$ cat src/rtl/uart_tx_arbiter.sv
// Round-robin arbiter sharing the UART's 8-bit AXI-stream transmit port among
// NUM_REQ requesters. The grant is held for a whole packet, which ends on tlast
// or after MAX_BEATS payload beats. An optional channel header byte is sent
// ahead of each packet so the far end can demultiplex the stream.
module uart_tx_arbiter #(
  parameter int unsigned NUM_REQ   = 4,
  parameter int unsigned HEADER_EN = 1,
  parameter int unsigned MAX_BEATS = 64
) (
  input  logic                 clk_i,
  input  logic                 rst_i,
  input  logic [NUM_REQ*8-1:0] s_axis_tdata_i,
  input  logic [NUM_REQ-1:0]   s_axis_tvalid_i,
  input  logic [NUM_REQ-1:0]   s_axis_tlast_i,
  output logic [NUM_REQ-1:0]   s_axis_tready_o,
  output logic [7:0]           m_axis_tdata_o,
  output logic                 m_axis_tvalid_o,
  input  logic                 m_axis_tready_i,
  output logic [NUM_REQ-1:0]   grant_o,
  output logic                 busy_o
);

  localparam int unsigned ID_W  = 3;
  localparam int unsigned CNT_W = 8;
  localparam logic [ID_W-1:0]  LAST_ID_RST = ID_W'(NUM_REQ - 1);
  localparam logic [CNT_W-1:0] BEAT_LAST   = CNT_W'(MAX_BEATS - 1);
  localparam logic [7:0]       HDR_BASE    = 8'hA0;

  typedef enum logic [1:0] {
    S_IDLE   = 2'd0,
    S_HEADER = 2'd1,
    S_PASS   = 2'd2
  } state_t;

  state_t             state;
  logic [ID_W-1:0]    id;
  logic [ID_W-1:0]    last_id;
  logic [CNT_W-1:0]   beat_cnt;

  logic               pick_vld;
  logic [ID_W-1:0]    pick_id;
  logic [NUM_REQ-1:0] pick_onehot;
  logic               sel_valid;
  logic               sel_last;
  logic [7:0]         sel_data;
  logic               handshake;
  logic               pkt_end;

  // Round-robin pick: first requester above last_id, else the lowest one (wrap)
  always_comb begin
    pick_vld    = 1'b0;
    pick_id     = '0;
    pick_onehot = '0;
    for (int unsigned k = 0; k < NUM_REQ; k++) begin
      if (!pick_vld && s_axis_tvalid_i[k] && (ID_W'(k) > last_id)) begin
        pick_vld = 1'b1;
        pick_id  = ID_W'(k);
      end
    end
    for (int unsigned k = 0; k < NUM_REQ; k++) begin
      if (!pick_vld && s_axis_tvalid_i[k]) begin
        pick_vld = 1'b1;
        pick_id  = ID_W'(k);
      end
    end
    for (int unsigned k = 0; k < NUM_REQ; k++) begin
      pick_onehot[k] = (pick_id == ID_W'(k));
    end
  end

  // Select the granted requester's stream
  always_comb begin
    sel_valid = 1'b0;
    sel_last  = 1'b0;
    sel_data  = '0;
    for (int unsigned k = 0; k < NUM_REQ; k++) begin
      if (id == ID_W'(k)) begin
        sel_valid = s_axis_tvalid_i[k];
        sel_last  = s_axis_tlast_i[k];
        sel_data  = s_axis_tdata_i[8*k +: 8];
      end
    end
  end

  assign handshake = (state == S_PASS) && sel_valid && m_axis_tready_i;
  assign pkt_end   = handshake && (sel_last || (beat_cnt == BEAT_LAST));

  // Master side and per-requester ready: combinational, no data-path registers
  always_comb begin
    m_axis_tvalid_o = 1'b0;
    m_axis_tdata_o  = '0;
    s_axis_tready_o = '0;
    case (state)
      S_HEADER: begin
        m_axis_tvalid_o = 1'b1;
        m_axis_tdata_o  = HDR_BASE | 8'(id);
      end
      S_PASS: begin
        m_axis_tvalid_o = sel_valid;
        m_axis_tdata_o  = sel_data;
        for (int unsigned k = 0; k < NUM_REQ; k++) begin
          s_axis_tready_o[k] = (id == ID_W'(k)) && m_axis_tready_i;
        end
      end
      default: ;
    endcase
  end

  // Grant FSM with registered grant/busy and beat counter
  always_ff @(posedge clk_i or posedge rst_i) begin
    if (rst_i) begin
      state    <= S_IDLE;
      id       <= '0;
      last_id  <= LAST_ID_RST;
      beat_cnt <= '0;
      grant_o  <= '0;
      busy_o   <= 1'b0;
    end else begin
      case (state)
        S_IDLE: begin
          if (pick_vld) begin
            id       <= pick_id;
            grant_o  <= pick_onehot;
            busy_o   <= 1'b1;
            beat_cnt <= '0;
            state    <= (HEADER_EN != 0) ? S_HEADER : S_PASS;
          end
        end
        S_HEADER: begin
          if (m_axis_tready_i) begin
            state <= S_PASS;
          end
        end
        S_PASS: begin
          if (handshake) begin
            beat_cnt <= beat_cnt + CNT_W'(1);
          end
          if (pkt_end) begin
            state   <= S_IDLE;
            last_id <= id;
            grant_o <= '0;
            busy_o  <= 1'b0;
          end
        end
        default: begin
          state <= S_IDLE;
        end
      endcase
    end
  end

endmodule
$ cat config.mk
export PLATFORM = sky130hd
export DESIGN_NAME = uart_tx_arbiter
export DESIGN_NICKNAME = d
export VERILOG_FILES = /design/src/rtl/uart_tx_arbiter.sv
export SDC_FILE = /design/constraint.sdc
export NUM_CORES = 1
export LEC_CHECK = 0
export CELL_PAD_IN_SITES_DETAIL_PLACEMENT = 1
export CELL_PAD_IN_SITES_GLOBAL_PLACEMENT = 1
export CORE_MARGIN = 4
export CORE_UTILIZATION = 32
export DETAILED_ROUTE_END_ITERATION = 10
export PLACE_DENSITY = 0.88
export SYNTH_ARGS = -nofsm -noshare
export SYNTH_HDL_FRONTEND = slang
export SYNTH_SLANG_ARGS = --single-unit
$ cat constraint.sdc
create_clock -name clk_i -period 2.25 [get_ports clk_i]
set_input_delay 0.5625 -clock clk_i [delete_from_list [all_inputs] [get_ports clk_i]]
set_output_delay 0.5625 -clock clk_i [all_outputs]
set_load 0.02 [all_outputs]
==> results.yml, run 1 <==
sta:
  layout_setup_ws_ps: -88.17
  worstMarginPinSlew_ps: 332.7
  rsz0062_at_grt: "yes"
  clock.fmax_mhz: 427.7
  final_max_slew_viol_count: 0
  period_minus_slack_ps: 2338
  final_hold_viol_count: 0
  slew_headroom_pct: 77.58
  fin_crit_sh_pct: 103.9
  tns_ps: -587.4
  setup_viol_count_final: 9
  clock_skew_ps: 7.953
placed_design:
  port_buffers: 60
  dpl.hpwl_um: 4597
  placed_area_um2: 2439
  gp_congestion: 0.7620
global_route:
  antenna_found_initial: 0
  grt_use_total_pct: 20.46
  grt_overflow: 0
  grt_pass1_wl_um: 9756
  grt_max_degree: 20
  first_global_vias: 1880
finish:
  layout_common_cells: "buf_4, dlygate4sd2_1, dfrtp_1, clkdlybuf4s50_1, nand2_1"
  fillers: 535
  drive_above_1_share_pct: 34.24
  area_delta_synth_final_pct: 67.34
  final_nets: 305
  mostFrequentLayoutCell: "buf_4"
  design_area_um2: 2584
clock_tree:
  cts-buffers-inserted: 3
  insertion_delay_ps: 260
  cts_tree: "built"
  clk_pin_slew_ps: 80
  cts_sinks: 19
  clk_path_buf_depth: 2
  clock-root-buffer: "clkbuf_8"
  htree_num_levels: 1
setup_path:
  r2r_slack_ps: 230
  crit_fanout: 5
  worst_r2r_endpoint: "state[0]"
  required_ps: 1690
  worstSetupPathType: "reg -> out"
  cp.arrival_ps: 1780
  end_kind: "primary output"
  reg2reg_from: "id[0]"
  rr_worst_depth: 8
  cp-start-kind: "flop"
die:
  initial_core_util_pct: 32.91
  die_y_um: 77.46
  coreArea_um2: 4692
  die_w_um: 77.46
  rows: 25
  ios: 61
  die_area_um2: 6000
yosys:
  syn_nets: 207
  synthCells: 160
  netlist_area_um2: 1544
  synth_warnings: 0
  seq_area_frac_synth_pct: 30.96
  async_reset_ff_share_pct: 100.0
  synth_edf_count: 0
  synth_flop_cell: "dfrtp_1"
  synth_cell_types: 44
  syn_avg_cell_area_um2: 9.650
  ys_seq_elements: 19
outcome:
  outcome: "finished with violations"
  violations: "negative setup slack"
worst_hold_path:
  hold-path-cell-count: 1
  min_from: "beat_cnt[7]"
  hp-class: "reg -> reg"
  holdPathEnd: "beat_cnt[7]"
route:
  drt_pass1_iterations: 4
  viasPerCell: 5.651
  drt_wl_total_um: 6237
  drc: 0
  wire_per_inst_um: 19.99
  final_antenna_net_count: 0
  drt_iter0_drc: 65
  via_count: 1763
job:
  maxCapViolations: 0
power_and_ir_drop:
  leakagePower_nw: 1.173
  power_density_nw_per_um2: 1091
  peakVddDrop_mv: 0.4431
synth_stat cells, types with 4 or more instances:
cell type	instances	share of area [%]
dfrtp_1	17	28
nand2_1	13	3.2
o21ai_0	10	3.2
a31oi_1	9	3.6
nor2_1	9	2.2
nor2b_1	9	3.6
a21oi_1	7	2.3
and3_1	6	2.4
inv_1	6	1.5
nand3_1	5	1.6
a21o_1	4	1.9
and2_1	4	1.6
ha_1	4	3.2
mux4_1	4	6.8
mux4_2	4	5.8
registers in the layout (all words and copies together), names as in the netlist:
name and flops:
beat_cnt 8, state 2, last_id 2, grant_o 4
busy_o 1, id 2
power breakdown:
group | switching [mW] | internal [mW] | leakage, nW
Combinational | 0.918 | 1.05 | 0.908
Clock | 0.127 | 0.124 | 0.0255
Sequential | 0.148 | 0.451 | 0.240
stage by stage:
stage	power, mW	setup WS, ps	cells	hold WS (ps)	utilization [%]
6_report	2.820	-88.17	312	502.6	55.07
5_1_grt	2.999	-159.6	311	531.9	55.01
4_1_cts	2.630	-95.63	305	501.0	52.80
3_5_place_dp	2.295	-599.7	301	490.0	51.97
3_3_place_gp	2.204	-547.4	301	485.4	51.97
2_1_floorplan	1.488	268.3	160	451.2	-
layer usage:
metal  global-route usage (%)  share of wire [%]  vias up
met5                        0                  0        -
met4                    4.093                2.2        0
met3                    4.524                3.9       13
met2                    37.74                 54       48
met1                    24.22                 40      895
li1                         -                  -      807
timing repair:
item | in CTS | in global routing
hold buffers | 0 | 0
setup buffers | 0 | 5
pin swaps | 11 | 3
cloned | 0 | 1
setup endpoints to repair | 13 | 12
gates resized for setup | 107 | 10
critical path: stages, from the launching register on:
cell and delay (ps):
dfrtp_2 470, buf_12 160, mux2_4 300, or2_1 220, a31oi_1 150, nor2b_1 60
buf_4 160
kinds of logic (layout without fill, tap and decap cells):
kind of cell / after synthesis / count (layout) / share of synthesized area, %
adders and majority gates: 4 / 4 / 3.242
and+or+nand+nor: 58 / 58 / 20.02
other: 0 / 1 / 0
buffers and inverters: 14 / 111 / 4.619
DFF: 19 / 19 / 30.96
muxes: 16 / 16 / 18.72
AOI/OAI and AO/OA: 49 / 49 / 22.45
how the worst max path moves through the flow:
stage               depth (start not counted)               start                 to  slack, ps
floorplan                                   4               id[0]  m_axis_tdata_o[3]        270
global placement                            6  s_axis_tvalid_i[1]    m_axis_tvalid_o       -550
detailed placement                          6  s_axis_tvalid_i[1]    m_axis_tvalid_o       -600
CTS                                         6               id[0]    m_axis_tvalid_o       -100
global route                                6               id[0]    m_axis_tvalid_o       -160
finish                                      6               id[0]    m_axis_tvalid_o        -90
cell type report:
cell class / count / area (µm²) / area share, %
antenna: 1 / 2.502 / 0.09685
tap: 54 / 67.56 / 2.615
timing repair buffer: 101 / 907.1 / 35.11
sequential: 19 / 480.5 / 18.60
clock inverter: 1 / 5.005 / 0.1937
clock buffer: 3 / 41.29 / 1.598
multi-input combinational: 127 / 1057 / 40.92
inverter: 6 / 22.52 / 0.8717
(Power assumes the default switching activity.)
==> run 2, diff against run 1 <==
--- a/config.mk
+++ b/config.mk
@@ -5,12 +5,14 @@
 export SDC_FILE = /design/constraint.sdc
 export NUM_CORES = 1
 export LEC_CHECK = 0
+export ABC_CLOCK_PERIOD_IN_PS = 2250
 export CELL_PAD_IN_SITES_DETAIL_PLACEMENT = 1
 export CELL_PAD_IN_SITES_GLOBAL_PLACEMENT = 1
 export CORE_MARGIN = 4
-export CORE_UTILIZATION = 32
+export CORE_UTILIZATION = 39
 export DETAILED_ROUTE_END_ITERATION = 10
-export PLACE_DENSITY = 0.88
+export DONT_BUFFER_PORTS = 1
+export PLACE_DENSITY = 0.76
 export SYNTH_ARGS = -nofsm -noshare
 export SYNTH_HDL_FRONTEND = slang
 export SYNTH_SLANG_ARGS = --single-unit
==> run 2 against run 1 <==
  * The run now ends clean
  * Clock-buffer cell count grew 1
  * Critical path depth shrank 2
  * Largest cell class unchanged
  * Worst setup slack gained 120 ps
  * Clock power shrank 7%
  * Worst hold slack lost 180 ps
  * Die area shrank 16%
  * Total power shrank 25%
  * Largest power group unchanged
  * Sequential power grew 5.2%
  * Highest routed layer unchanged
==> results.yml, run 2 (same netlist as run 1, synthesis figures left out) <==
outcome:
  outcome: "finished clean"
finish:
  antenna_cells: 0
  final_nets: 214
  drive_above_1_share_pct: 23.49
  area_delta_synth_final_pct: 11.59
  largestRegisters: "beat_cnt x8, grant_o x4"
  largest_reg_flops: 8
  mostFrequentLayoutCell: "dfrtp_1"
  regMostFlops: "beat_cnt"
  final_core_util_pct: 46.02
  multi_input_area_um2: 1015
  layout_common_cells: "dfrtp_1, nand2_1, o21ai_0, a31oi_1, nor2_1"
  regArea_um2: 480.5
  fillers: 446
setup_path:
  reg2reg_from: "state[0]"
  worst_r2r_endpoint: "last_id[1]"
  end_kind: "primary output"
  cp-start-kind: "flop"
  r2r_slack_ps: 280
  required_ps: 1690
  cp.arrival_ps: 1660
  rr_worst_depth: 6
  crit_fanout: 13
  worstSetupPathType: "reg -> out"
global_route:
  grt_max_degree: 20
  first_global_vias: 1420
  grt_use_total_pct: 17.37
  grt_overflow: 0
  antenna_found_initial: 0
  grt_pass1_wl_um: 7141
die:
  die_area_um2: 5030
  ios: 61
  rows: 22
  die_w_um: 70.92
  initial_core_util_pct: 41.24
  coreArea_um2: 3744
  die_y_um: 70.92
route:
  viasPerCell: 6.360
  drt_pass1_iterations: 4
  via_count: 1361
  drt_wl_total_um: 4436
  wire_per_inst_um: 20.73
  final_antenna_net_count: 0
  drt_iter0_drc: 51
  drc: 0
clock_tree:
  insertion_delay_ps: 250
  clk_path_buf_depth: 2
  clk_pin_slew_ps: 70
  clock-root-buffer: "clkbuf_8"
  cts-buffers-inserted: 3
  cts_tree: "built"
  cts_sinks: 19
  htree_num_levels: 1
power_and_ir_drop:
  finalPower_mw: 2.101
  p_sw_mw: 0.9395
  power_density_nw_per_um2: 1220
  pwr-share-seq_pct: 29.9
  switching_share_pct: 44.71
  p_comb_share_pct: 58.9
  leakagePower_nw: 0.7010
  p_int_mw: 1.162
  clockPowerShare_pct: 11.1
  peakVddDrop_mv: 0.5164
sta:
  layout_setup_ws_ps: 31.98
  clock_skew_ps: 2.728
  worstMarginPinSlew_ps: 749.7
  setup_viol_count_final: 0
  period_minus_slack_ps: 2218
  rsz0062_at_grt: "yes"
  slew_headroom_pct: 49.96
  final_hold_viol_count: 0
  fin_crit_sh_pct: 98.58
  final_max_slew_viol_count: 0
  clock.fmax_mhz: 450.9
placed_design:
  port_buffers: 0
  dpl.hpwl_um: 3420
  gp_congestion: 0.9266
  post-place-ws_ps: 181.2
worst_hold_path:
  hp-class: "in -> async"
job:
  maxCapViolations: 0
==> run 2: timing repair <==
action                     in CTS  in global routing
gates resized for setup         3                 11
hold buffers                    0                  0
hold endpoints to repair        0                  0
buffers inserted                1                  2
setup endpoints to repair       5                  8
==> run 2: worst max path at each step <==
stage	cells after the start	start	slack, ps	end
2_1_floorplan	4	id[0]	270	m_axis_tdata_o[3]
3_3_place_gp	4	id[0]	270	m_axis_tdata_o[5]
3_5_place_dp	5	id[0]	180	last_id[1]
4_1_cts	4	id[0]	20	m_axis_tdata_o[0]
5_1_grt	4	id[0]	-20	m_axis_tdata_o[7]
6_report	4	id[0]	30	m_axis_tdata_o[7]
==> run 2: final cells by class <==
cell class                 instances  area share (%)
sequential                        19           27.89
clock buffer                       4           2.614
multi-input combinational        127           58.90
tap                               48           3.486
timing repair buffer              10           5.810
inverter                           6           1.307
==> run 2: critical path, cell delays in order, from the launching register on <==
cell and delay [ps]:
dfrtp_2 410, buf_12 160, mux4_1 550, a21oi_1 160, nor2b_1 130
==> run 2: metal layers <==
| metal | GRT usage (%) | up-vias | routed length, µm |
|---|---|---|---|
| met3 | 4.261 | 4 | 184 |
| met1 | 22.33 | 704 | 1874 |
| met5 | 0 | - | 0 |
| met4 | 2.296 | 0 | 33 |
| li1 | - | 625 | - |
| met2 | 30.28 | 28 | 2344 |
==> run 2: power groups by stage <==
stage          clock network [mW]  logic, mW  registers, mW
2_1_floorplan                   0      0.926          0.562
4_1_cts                     0.244       1.17          0.628
3_5_place_dp                    0       1.13          0.637
5_1_grt                     0.259       1.35          0.648
6_report                    0.234       1.24          0.629
3_3_place_gp                    0       1.08          0.626
==> run 2: per-stage QoR <==
| step | hold WS, ps | instance area [µm²] | TNS [ps] | instances |
|---|---|---|---|---|
| floorplan | 451.2 | 1544 | 0 | 160 |
| global placement | 479.6 | 1633 | 0 | 207 |
| detailed placement | 489.4 | 1633 | 0 | 207 |
| CTS | 345.6 | 1694 | 0 | 212 |
| global route | 399.7 | 1723 | -15.38 | 214 |
| finish | 325.9 | 1723 | 0 | 214 |
